$ cat src/rtl/imem_loader_pkg.sv
// Shared definitions for the serial instruction-memory loader.
// Latency: n/a (types, constants and a pure function only).
// Backpressure: n/a.
// Contents: loader FSM state encoding, frame header byte, byte-lane placement
// of received bytes within a 32-bit instruction word (little-endian).
package imem_loader_pkg;

  typedef enum logic [2:0] {
    S_IDLE   = 3'd0,
    S_LEN_LO = 3'd1,
    S_LEN_HI = 3'd2,
    S_DATA   = 3'd3,
    S_CSUM   = 3'd4,
    S_DONE   = 3'd5,
    S_ERROR  = 3'd6
  } state_t;

  localparam logic [7:0] FRAME_HDR = 8'hA5;

  // Byte k of a word lands in bits [8k+7:8k]; lane 3 completes the word.
  localparam logic [1:0] LAST_LANE = 2'd3;

  function automatic logic [31:0] lane_insert(input logic [31:0] word,
                                              input logic [1:0]  lane,
                                              input logic [7:0]  b);
    logic [31:0] r;
    r = word;
    r[{lane, 3'b000} +: 8] = b;
    return r;
  endfunction

endpackage

$ cat src/rtl/imem_loader_uart_rx_byte.sv
// UART 8N1 byte receiver: synchroniser, mid-bit sampler, LSB-first shifter.
// Latency: byte_valid/framing_error pulse one cycle after the stop-bit mid-sample.
// Backpressure: none; the line cannot be stalled, each byte is presented once.
// Ports: clk, reset (sync, active-high), uart_rx (async line, idle high);
//        byte_valid (1-cycle pulse), byte_data (held until next byte),
//        framing_error (1-cycle pulse when the stop bit reads 0; byte dropped).
module uart_rx_byte #(
  parameter int CLKS_PER_BIT = 234
) (
  input  logic       clk,
  input  logic       reset,
  input  logic       uart_rx,
  output logic       byte_valid,
  output logic [7:0] byte_data,
  output logic       framing_error
);

  localparam int CW   = (CLKS_PER_BIT > 1) ? $clog2(CLKS_PER_BIT) : 1;
  localparam int HALF = (CLKS_PER_BIT / 2 > 0) ? CLKS_PER_BIT / 2 : 1;

  typedef enum logic [1:0] {RX_IDLE, RX_START, RX_DATA, RX_STOP} rx_state_t;

  rx_state_t      rx_state, rx_nxt;
  logic           rx_meta, rx_sync, rx_prev;
  logic [CW-1:0]  cnt;
  logic [2:0]     bit_idx;
  logic [7:0]     shreg;
  logic           tick_half, tick_full;

  assign tick_half = (cnt == CW'(HALF - 1));
  assign tick_full = (cnt == CW'(CLKS_PER_BIT - 1));
  assign byte_data = shreg;

  always_comb begin
    rx_nxt = rx_state;
    case (rx_state)
      RX_IDLE:  if (rx_prev && !rx_sync) rx_nxt = RX_START;
      // A start bit that has gone high again by its mid-point was a glitch.
      RX_START: if (tick_half) rx_nxt = rx_sync ? RX_IDLE : RX_DATA;
      RX_DATA:  if (tick_full && bit_idx == 3'd7) rx_nxt = RX_STOP;
      RX_STOP:  if (tick_full) rx_nxt = RX_IDLE;
      default:  rx_nxt = RX_IDLE;
    endcase
  end

  always_ff @(posedge clk) begin
    if (reset) begin
      rx_state      <= RX_IDLE;
      rx_meta       <= 1'b1;
      rx_sync       <= 1'b1;
      rx_prev       <= 1'b1;
      cnt           <= '0;
      bit_idx       <= '0;
      shreg         <= '0;
      byte_valid    <= 1'b0;
      framing_error <= 1'b0;
    end else begin
      rx_state      <= rx_nxt;
      rx_meta       <= uart_rx;
      rx_sync       <= rx_meta;
      rx_prev       <= rx_sync;
      byte_valid    <= 1'b0;
      framing_error <= 1'b0;

      // Timer restarts on every state change and at each full bit period,
      // so after the half-bit start check all samples fall at mid-bit.
      if (rx_nxt != rx_state || tick_full) cnt <= '0;
      else if (rx_state != RX_IDLE)        cnt <= cnt + 1'b1;

      case (rx_state)
        RX_IDLE: bit_idx <= '0;
        RX_DATA: if (tick_full) begin
          shreg   <= {rx_sync, shreg[7:1]};
          bit_idx <= bit_idx + 1'b1;
        end
        RX_STOP: if (tick_full) begin
          byte_valid    <= rx_sync;
          framing_error <= !rx_sync;
        end
        default: ;
      endcase
    end
  end

endmodule

$ cat src/rtl/imem_loader.sv
// Serial program loader: UART frames -> instruction-memory write port, holds CPU fetch.
// Latency: imem_we one cycle after the byte_valid of a word's 4th byte; state one cycle after byte_valid.
// Backpressure: none; memory accepts every strobe, UART bytes are consumed as they arrive.
// Ports: clk, reset (sync, active-high), uart_rx (8N1 line);
//        imem_we/imem_addr/imem_wdata (memory write port), cpu_hold, load_done, load_error.
// Frame: 0xA5, count lo, count hi, count x 4 data bytes (LE words), [checksum].
// Build option IMEM_LOADER_CHECKSUM_EN: adds the trailing XOR checksum byte and its check;
// without it, DONE follows the last word's write strobe.
module imem_loader
  import imem_loader_pkg::*;
#(
  parameter int CLK_HZ     = 27000000,
  parameter int BAUD       = 115200,
  parameter int ADDR_WIDTH = 10
) (
  input  logic                  clk,
  input  logic                  reset,
  input  logic                  uart_rx,
  output logic                  imem_we,
  output logic [ADDR_WIDTH-1:0] imem_addr,
  output logic [31:0]           imem_wdata,
  output logic                  cpu_hold,
  output logic                  load_done,
  output logic                  load_error
);

  localparam int          CLKS_PER_BIT = CLK_HZ / BAUD;
  localparam logic [31:0] DEPTH        = 32'd1 << ADDR_WIDTH;

  logic        byte_valid, framing_error;
  logic [7:0]  byte_data;
  state_t      state, state_nxt;
  logic [7:0]  len_lo;
  logic [15:0] words_rem;
  logic [1:0]  byte_lane;
  logic [31:0] word_buf;
  logic [31:0] frame_len;
`ifdef IMEM_LOADER_CHECKSUM_EN
  logic [7:0]  csum;
`endif

  uart_rx_byte #(.CLKS_PER_BIT(CLKS_PER_BIT)) u_rx (
    .clk           (clk),
    .reset         (reset),
    .uart_rx       (uart_rx),
    .byte_valid    (byte_valid),
    .byte_data     (byte_data),
    .framing_error (framing_error)
  );

  // Full word count as seen while the high count byte is on byte_data.
  assign frame_len = {16'd0, byte_data, len_lo};

  always_comb begin
    state_nxt = state;
    case (state)
      S_IDLE, S_DONE, S_ERROR:
        if (byte_valid && byte_data == FRAME_HDR) state_nxt = S_LEN_LO;
      S_LEN_LO:
        if (framing_error)   state_nxt = S_ERROR;
        else if (byte_valid) state_nxt = S_LEN_HI;
      S_LEN_HI:
        if (framing_error) state_nxt = S_ERROR;
        else if (byte_valid) begin
          if (frame_len > DEPTH)     state_nxt = S_ERROR;
`ifdef IMEM_LOADER_CHECKSUM_EN
          else if (frame_len == '0)  state_nxt = S_CSUM;
`else
          else if (frame_len == '0)  state_nxt = S_DONE;
`endif
          else                       state_nxt = S_DATA;
        end
      S_DATA:
        if (framing_error) state_nxt = S_ERROR;
`ifdef IMEM_LOADER_CHECKSUM_EN
        else if (byte_valid && byte_lane == LAST_LANE && words_rem == 16'd1)
          state_nxt = S_CSUM;
`else
        // words_rem is already decremented during the last word's strobe.
        else if (imem_we && words_rem == 16'd0)
          state_nxt = S_DONE;
`endif
`ifdef IMEM_LOADER_CHECKSUM_EN
      S_CSUM:
        if (framing_error)   state_nxt = S_ERROR;
        else if (byte_valid) state_nxt = (byte_data == csum) ? S_DONE : S_ERROR;
`endif
      default: state_nxt = S_IDLE;
    endcase
  end

  always_ff @(posedge clk) begin
    if (reset) begin
      state      <= S_IDLE;
      imem_we    <= 1'b0;
      imem_addr  <= '0;
      imem_wdata <= '0;
      len_lo     <= '0;
      words_rem  <= '0;
      byte_lane  <= '0;
      word_buf   <= '0;
`ifdef IMEM_LOADER_CHECKSUM_EN
      csum       <= '0;
`endif
    end else begin
      state   <= state_nxt;
      imem_we <= 1'b0;

      // Skip the increment after the final word so a DEPTH-word frame never wraps.
      if (imem_we && words_rem != 16'd0) imem_addr <= imem_addr + 1'b1;

      case (state)
        S_IDLE, S_DONE, S_ERROR:
          if (byte_valid && byte_data == FRAME_HDR) begin
            imem_addr <= '0;
            byte_lane <= '0;
`ifdef IMEM_LOADER_CHECKSUM_EN
            csum      <= '0;
`endif
          end
        S_LEN_LO: if (byte_valid) len_lo <= byte_data;
        S_LEN_HI: if (byte_valid) words_rem <= {byte_data, len_lo};
        S_DATA:
          if (byte_valid) begin
`ifdef IMEM_LOADER_CHECKSUM_EN
            csum <= csum ^ byte_data;
`endif
            word_buf  <= lane_insert(word_buf, byte_lane, byte_data);
            byte_lane <= byte_lane + 1'b1;
            if (byte_lane == LAST_LANE) begin
              imem_we    <= 1'b1;
              imem_wdata <= lane_insert(word_buf, LAST_LANE, byte_data);
              words_rem  <= words_rem - 1'b1;
            end
          end
        default: ;
      endcase
    end
  end

  assign cpu_hold   = (state == S_LEN_LO) || (state == S_LEN_HI) || (state == S_DATA) ||
                      (state == S_CSUM)   || (state == S_ERROR);
  assign load_done  = (state == S_DONE);
  assign load_error = (state == S_ERROR);

endmodule
$ cat config.mk
export PLATFORM = sky130hd
export DESIGN_NAME = imem_loader
export DESIGN_NICKNAME = d
export VERILOG_FILES = /design/src/rtl/imem_loader_pkg.sv /design/src/rtl/imem_loader_uart_rx_byte.sv /design/src/rtl/imem_loader.sv
export SDC_FILE = /design/constraint.sdc
export NUM_CORES = 1
export LEC_CHECK = 0
export ABC_AREA = 1
export BUFFER_PORTS_ARGS = -buffer_cell sky130_fd_sc_hd__buf_2
export CELL_PAD_IN_SITES_DETAIL_PLACEMENT = 1
export CELL_PAD_IN_SITES_GLOBAL_PLACEMENT = 1
export CORE_UTILIZATION = 31
export DETAILED_ROUTE_END_ITERATION = 10
export PLACE_DENSITY = 0.66
export SLEW_MARGIN = 20
export SYNTH_ARGS = -nofsm -noshare
export SYNTH_HDL_FRONTEND = slang
export SYNTH_SLANG_ARGS = --single-unit
$ cat constraint.sdc
create_clock -name clk -period 1.5 [get_ports clk]
set_input_delay 0.3 -clock clk [delete_from_list [all_inputs] [get_ports clk]]
set_output_delay 0.3 -clock clk [all_outputs]
set_load 0.02 [all_outputs]
Yosys cells after proc, flatten, opt, wreduce, memory -nomap -nowiden --
Index checks and enable logic that the tools add are counted.
Storage, ports and cells: output and inout port bits 46, bits of input ports 3, bits in registers 130
Operators by class: magnitude comparators 1, shifts and indexed selects 2, multiplexer cells 30, reduce and logical (&&, ||, !) cells 32, add/subtract/negate cells 6, eq/ne operators 23, bitwise operators 4
Operator list (number):
- 2-to-1 mux 16 bit | 3
- bitwise mux 32 bit | 1
- logical NOT 32 bit | 1
- case mux 16 bit (2 select lines) | 1
- variable shift 8 x 7 -> 32 bit (first input constant) | 1
- indexed part select 8 x 7 -> 32 bit | 1
- 2-to-1 mux 10 bit | 3
- 2-to-1 mux 3 bit | 10
- == test 8 bit (second input constant) | 2
- greater-than comparator 16 x 11 -> 1 bit (second input constant) | 1
- logical NOT 16 bit | 1
- nonzero test 16 bit | 1
- subtractor 16 x 1 -> 16 bit (second input constant) | 1
- 2-to-1 mux 2 bit | 7
- == test 3 bit (second input constant) | 4
- case mux 3 bit (4 select lines) | 1
- adder 10 x 1 -> 10 bit (second input constant) | 1
- OR reduction 3 bit | 3
- adder 8 x 1 -> 8 bit (second input constant) | 1
- == test 8 x 7 -> 1 bit (second input constant) | 1
- case mux 2 bit (4 select lines) | 1
- AND reduction 2 bit | 4
- AND reduction 4 bit | 2
- nonzero test 2 bit | 4
- other kinds (23) | 42

Depth between registers and ports, before layout --
depth after elaboration 7, depth in mapped cells 12

Modules after synthesis --
From an unflattened synthesis, not the netlist that was laid out.
Second synthesis, totals: cells, all modules 735, area, all modules 5534.1 sq um
Modules (own cells, without submodules):
- imem_loader | times used 1, cells each 590, sequential area each 1921.8 sq um, area an instance 4342.9 sq um
- uart_rx_byte | times used 1, cells each 145, sequential area each 520.5 sq um, area an instance 1191.1 sq um

Least setup slack after synthesis --
OpenSTA, ideal clock, no wires.
kind register to register, from register words_rem[0], to register imem_addr[5], arrival time 1505 ps, buffers on the path 0, data required time 1372 ps, setup time 128 ps, path slack -134 ps, clock period less this slack 1634 ps, stages on the path, launching flop included 13, cell sequence dfxtp_1 > inv_1 > ha_1 > inv_1 > nor2_1 > nand2_1 > nor2_1 > nand2_1 > nand2_2 > inv_1 > nand3_1 > xor2_1 > nor2_1
Between the ends: longest elaborated chain between the ends 5
Ends and longest elaborated chain:
- start, declared | RTL line imem_loader.sv:34 | logic [15:0] words_rem;
- start signal, assigned | RTL line imem_loader.sv:122 | S_LEN_HI: if (byte_valid) words_rem <= {byte_data, len_lo};
- start signal, assigned | RTL line imem_loader.sv:133 | words_rem <= words_rem - 1'b1;
- nonzero test 16 bit (*) | RTL line imem_loader.sv:110 | if (imem_we && words_rem != 16'd0) imem_addr <= imem_addr + 1'b1;
- logical AND 1 bit (*) | RTL line imem_loader.sv:110
- 2-to-1 mux 10 bit (*) | RTL line imem_loader.sv:110
- 2-to-1 mux 10 bit | RTL line imem_loader.sv:114 | if (byte_valid && byte_data == FRAME_HDR) begin
- 2-to-1 mux 10 bit (*) | RTL line imem_loader.sv:112 | case (state)
- end signal, assigned | RTL line imem_loader.sv:110
- end, declared | RTL line imem_loader.sv:20 | output logic [ADDR_WIDTH-1:0] imem_addr,
Every way passes the cells marked *; elsewhere a longest branch is shown, timed or not. A chain may end at the register's enable or synchronous reset.

Worst setup path after layout --
from register u_rx.cnt[0], to register u_rx.cnt[5]
Between the ends: longest elaborated chain between the ends 7, elaborated cells on any way between the ends 11, classes of those cells 1 x add/sub; 3 x eq/ne; 4 x mux; 3 x reduce/logical
Ends and longest elaborated chain:
- start, declared | RTL line imem_loader_uart_rx_byte.sv:25 | logic [CW-1:0] cnt;
- start signal, assigned | RTL line imem_loader_uart_rx_byte.sv:68 | else if (rx_state != RX_IDLE) cnt <= cnt + 1'b1;
- == test 8 bit | RTL line imem_loader_uart_rx_byte.sv:31 | assign tick_full = (cnt == CW'(CLKS_PER_BIT - 1));
- logical AND 1 bit | RTL line imem_loader_uart_rx_byte.sv:40 | RX_DATA: if (tick_full && bit_idx == 3'd7) rx_nxt = RX_STOP;
- 2-to-1 mux 2 bit | RTL line imem_loader_uart_rx_byte.sv:40
- case mux 2 bit (4 select lines) | RTL line imem_loader_uart_rx_byte.sv:36 | case (rx_state)
- inequality test 2 bit | RTL line imem_loader_uart_rx_byte.sv:67 | if (rx_nxt != rx_state || tick_full) cnt <= '0;
- logical OR 1 bit | RTL line imem_loader_uart_rx_byte.sv:67
- OR reduction 2 bit (no source line)
Parallel ways exist; a longest one is shown, timed or not.

==> key figures <==
Run status
  – Outcome: finished, violations left
  – Failing checks: negative setup slack

GRT
  – Most crowded layer after global routing: met2
  – First-pass GRT wire length: 27700 µm
  – GR Util met2: 34.8%
  – Largest net degree at the start of global routing: 46
  – Antenna violations before repair: 0
  – M1 GR Usage: 23.2%
  – Grt total ovfl: 0
  – Vias in the first global route: 5692
  – M3 GR Usage: 3.30%
  – All-Layer GR Usage: 19.6%

STA
  – Final worst slack: -189 ps
  – Unrepaired setup endpoints after global routing: true
  – Skew final: 9.59 ps
  – Final setup vio count: 23
  – FMAX: 592 MHz
  – Worst slew margin: 75.8%
  – Min Tclk post-route: 1690 ps
  – Measured slew at the worst slew-check pin: 359 ps
  – Final slew viol count: 0
  – Final hold vios: 0
  – Final Cycle Share: 113%

Critical path
  – FF-to-FF End: u_rx.cnt[5]
  – Crit Path Category: reg -> reg
  – R2r startpoint: u_rx.cnt[0]
  – Critical Path End Type: flip-flop
  – Critical Path AT: 2010 ps
  – Worst Reg2Reg Path Length in Cells: 11
  – Startpoint types: flip-flop
  – CP required: 1820 ps
  – CP max FO: 8
  – Reg2reg setup slack: -190 ps

Floorplan
  – Chip width: 135 µm
  – Initial Util: 31.6%
  – Core footprint: 0.0172 mm²
  – Row count: 48
  – Num ports: 49
  – Die ar.: 0.0181 mm²
  – Height of the chip: 135 µm

Power
  – Clock Power Share: 47.7%
  – Logic gate share of total power: 13.5%
  – Fraction of power spent switching nets: 26.9%
  – Flop pwr share: 38.8%
  – VDD IR max: 781 µV
  – Pwr/cell area: 1070 mW/mm²
  – Total chip power: 8.53 mW
  – Pleak: 3.39 nW
  – P_int: 6.23 mW
  – Switching power: 2.30 mW

Logic synthesis
  – Mapped cell area: 0.00545 mm²
  – Post-synth ARST share: 0%
  – Synth area leaders: dfxtp_1 (45%), nor2_1 (10%), nand2_1 (8.3%), a21oi_1 (6.3%), o21ai_0 (6.2%)
  – FF+latch count, synth: 122
  – Synth unique cells: 33
  – Top-count cell post-synth: nor2_1
  – Synth Flop Type: dfxtp_1
  – Synth top cells by count: nor2_1 (151), dfxtp_1 (122), nand2_1 (120)
  – Fraction of the yosys area taken by sequential cells: 44.8%
  – Syn Nets: 763
  – Synth area leader: dfxtp_1
  – Yosys warning count: 0
  – Number of synthesized flops with an enable pin: 0
  – Mapped Cells: 748
  – Top-area cell type share of the netlist area: 44.8%
  – Syn_area_per_cell: 7.29 µm²

Clock network
  – Clock tree buffer depth: 2
  – Clock transition at path regs: 60 ps
  – Max H-tree Level: 4
  – Num CTS Buffers: 17
  – Clock latency on the worst-skew pair: 430 ps
  – Num Clock Sinks: 122
  – Root buf cell: clkbuf_16
  – CTS tree: yes

Finish
  – N_diodes: 0
  – Share of cells above drive strength 1: 35.8%
  – Final std cell area, no fill: 0.00798 mm²
  – Final nets: 903
  – Area delta synth->final: 46.3%

Placement
  – Post-DP Area: 0.00648 mm²
  – PortBufs: 48
  – Placer Congestion: 0.885
  – Half-perimeter wire length after placement: 11700 µm

Routing
  – WL per Instance: 16.5 µm
  – Routed vias/inst: 4.99
  – DRC violations left: 0
  – Initial drt markers: 229
  – Total number of vias: 5610
  – Pre-antenna DRT Iters: 4
  – Final ANT Viol Nets: 0
  – Wirelength, routed: 18600 µm

Job
  – Max Cap Viol: 0

Worst hold path
  – Hold path start: uart_rx
  – Worst hold endpoint: u_rx.rx_meta
  – Hold Path Cell Cnt: 2
  – Hold crit path type: in -> reg
power by group through the flow:
stage               combinational [mW]  sequential [mW]  clock [mW]
floorplan                        0.483             3.38           0
global placement                 0.740             3.37           0
detailed placement               0.784             3.37           0
CTS                              0.881             3.30        4.13
global route                      1.25             3.31        4.27
finish                            1.15             3.31        4.07
critical path, stage by stage, from the launching register on:
cell and delay [ps]:
dfxtp_4 370, inv_4 70, ha_4 120, nand2_2 50, nor2_1 110, nand4_1 160
buf_4 190, o21ai_2 100, nand4_1 120, nand3_2 100, buf_8 150, nor2_1 50
worst max-delay path by stage:
stage / from / end / slack, ps / depth (start not counted)
detailed placement: state[1] / byte_lane[0] / -240 / 7
CTS: state[0] / cpu_hold / -150 / 5
global placement: state[2] / words_rem[5] / -80 / 9
global route: u_rx.cnt[0] / u_rx.cnt[5] / -280 / 11
finish: u_rx.cnt[0] / u_rx.cnt[5] / -190 / 11
floorplan: byte_lane[0] / word_buf[21] / -20 / 6
repair_timing:
action / 4_1_cts / 5_1_grt
setup buffers: 7 / 20
gates cloned: 0 / 5
hold buffers: 0 / 0
pin swaps: 15 / 40
resized for setup: 60 / 150
endpoints found under the setup margin: 52 / 80
placed cells by master (no fill, tap or decap), types with 3 or more instances in the layout:
master / synthesis / routed
nor3_1: 8 / 5
inv_6: 0 / 4
nand4_1: 23 / 23
buf_4: 3 / 74
nand3_1: 33 / 22
nand2_1: 120 / 101
clkbuf_16: 0 / 19
o21ai_0: 68 / 43
a21oi_2: 0 / 13
buf_12: 0 / 7
dfxtp_4: 0 / 3
ha_4: 0 / 4
nor2_1: 151 / 124
or2_2: 3 / 3
dfxtp_1: 122 / 114
clkinvlp_4: 0 / 3
dfxtp_2: 0 / 5
nand3_4: 0 / 3
xnor2_1: 5 / 5
ha_1: 12 / 7
inv_1: 55 / 41
inv_4: 1 / 9
buf_6: 4 / 18
a21oi_1: 69 / 55
nand3_2: 0 / 8
nand2_4: 3 / 10
xor2_1: 13 / 13
o21ai_2: 1 / 14
o21ai_1: 7 / 19
nor2_2: 0 / 14
nand2_2: 4 / 15
inv_2: 5 / 8
a211oi_2: 2 / 6
buf_2: 2 / 46
nor2_4: 1 / 14
registers in the layout, summed over array words and instances, names as in the netlist, 3 cells and up:
| name | count |
|---|---|
| imem_addr | 10 |
| imem_wdata | 32 |
| len_lo | 8 |
| u_rx.bit_idx | 3 |
| state | 3 |
| u_rx.cnt | 8 |
| u_rx.byte_data | 8 |
| words_rem | 16 |
| word_buf | 24 |
through the flow:
step	util [%]	cells	hold WS [ps]	setup TNS (ps)	setup slack (ps)
floorplan	-	748	389	-184	-21.1
global placement	37.6	1065	405	-505	-80.6
detailed placement	37.6	1065	402	-3120	-239
CTS	42.2	1103	65.2	-905	-153
global route	46.3	1125	69.1	-6330	-276
finish	46.3	1125	68.5	-2290	-189
per-layer routing:
layer,vias to the layer above,wire length [µm]
met3,29,583
met2,88,9620
met1,2760,8000
met4,0,376
met5,-,0
li1,2733,-
kinds of logic after synthesis:
family / synth area share, %
compound gates: 15.0
xor+xnor: 2.89
fa+ha+maj: 2.75
buf+inv: 7.12
flops: 44.8
simple gates: 27.4
final cells by class:
type,instances,area [µm²]
timing repair buffer,149,1210
tap,225,282
sequential,122,2460
clock inverter,10,119
multi-input combinational,536,3160
fill,2073,9260
inverter,61,274
clock buffer,21,460
timing repair inverter,1,8.76
No activity file was read; power rests on OpenSTA's default activity.
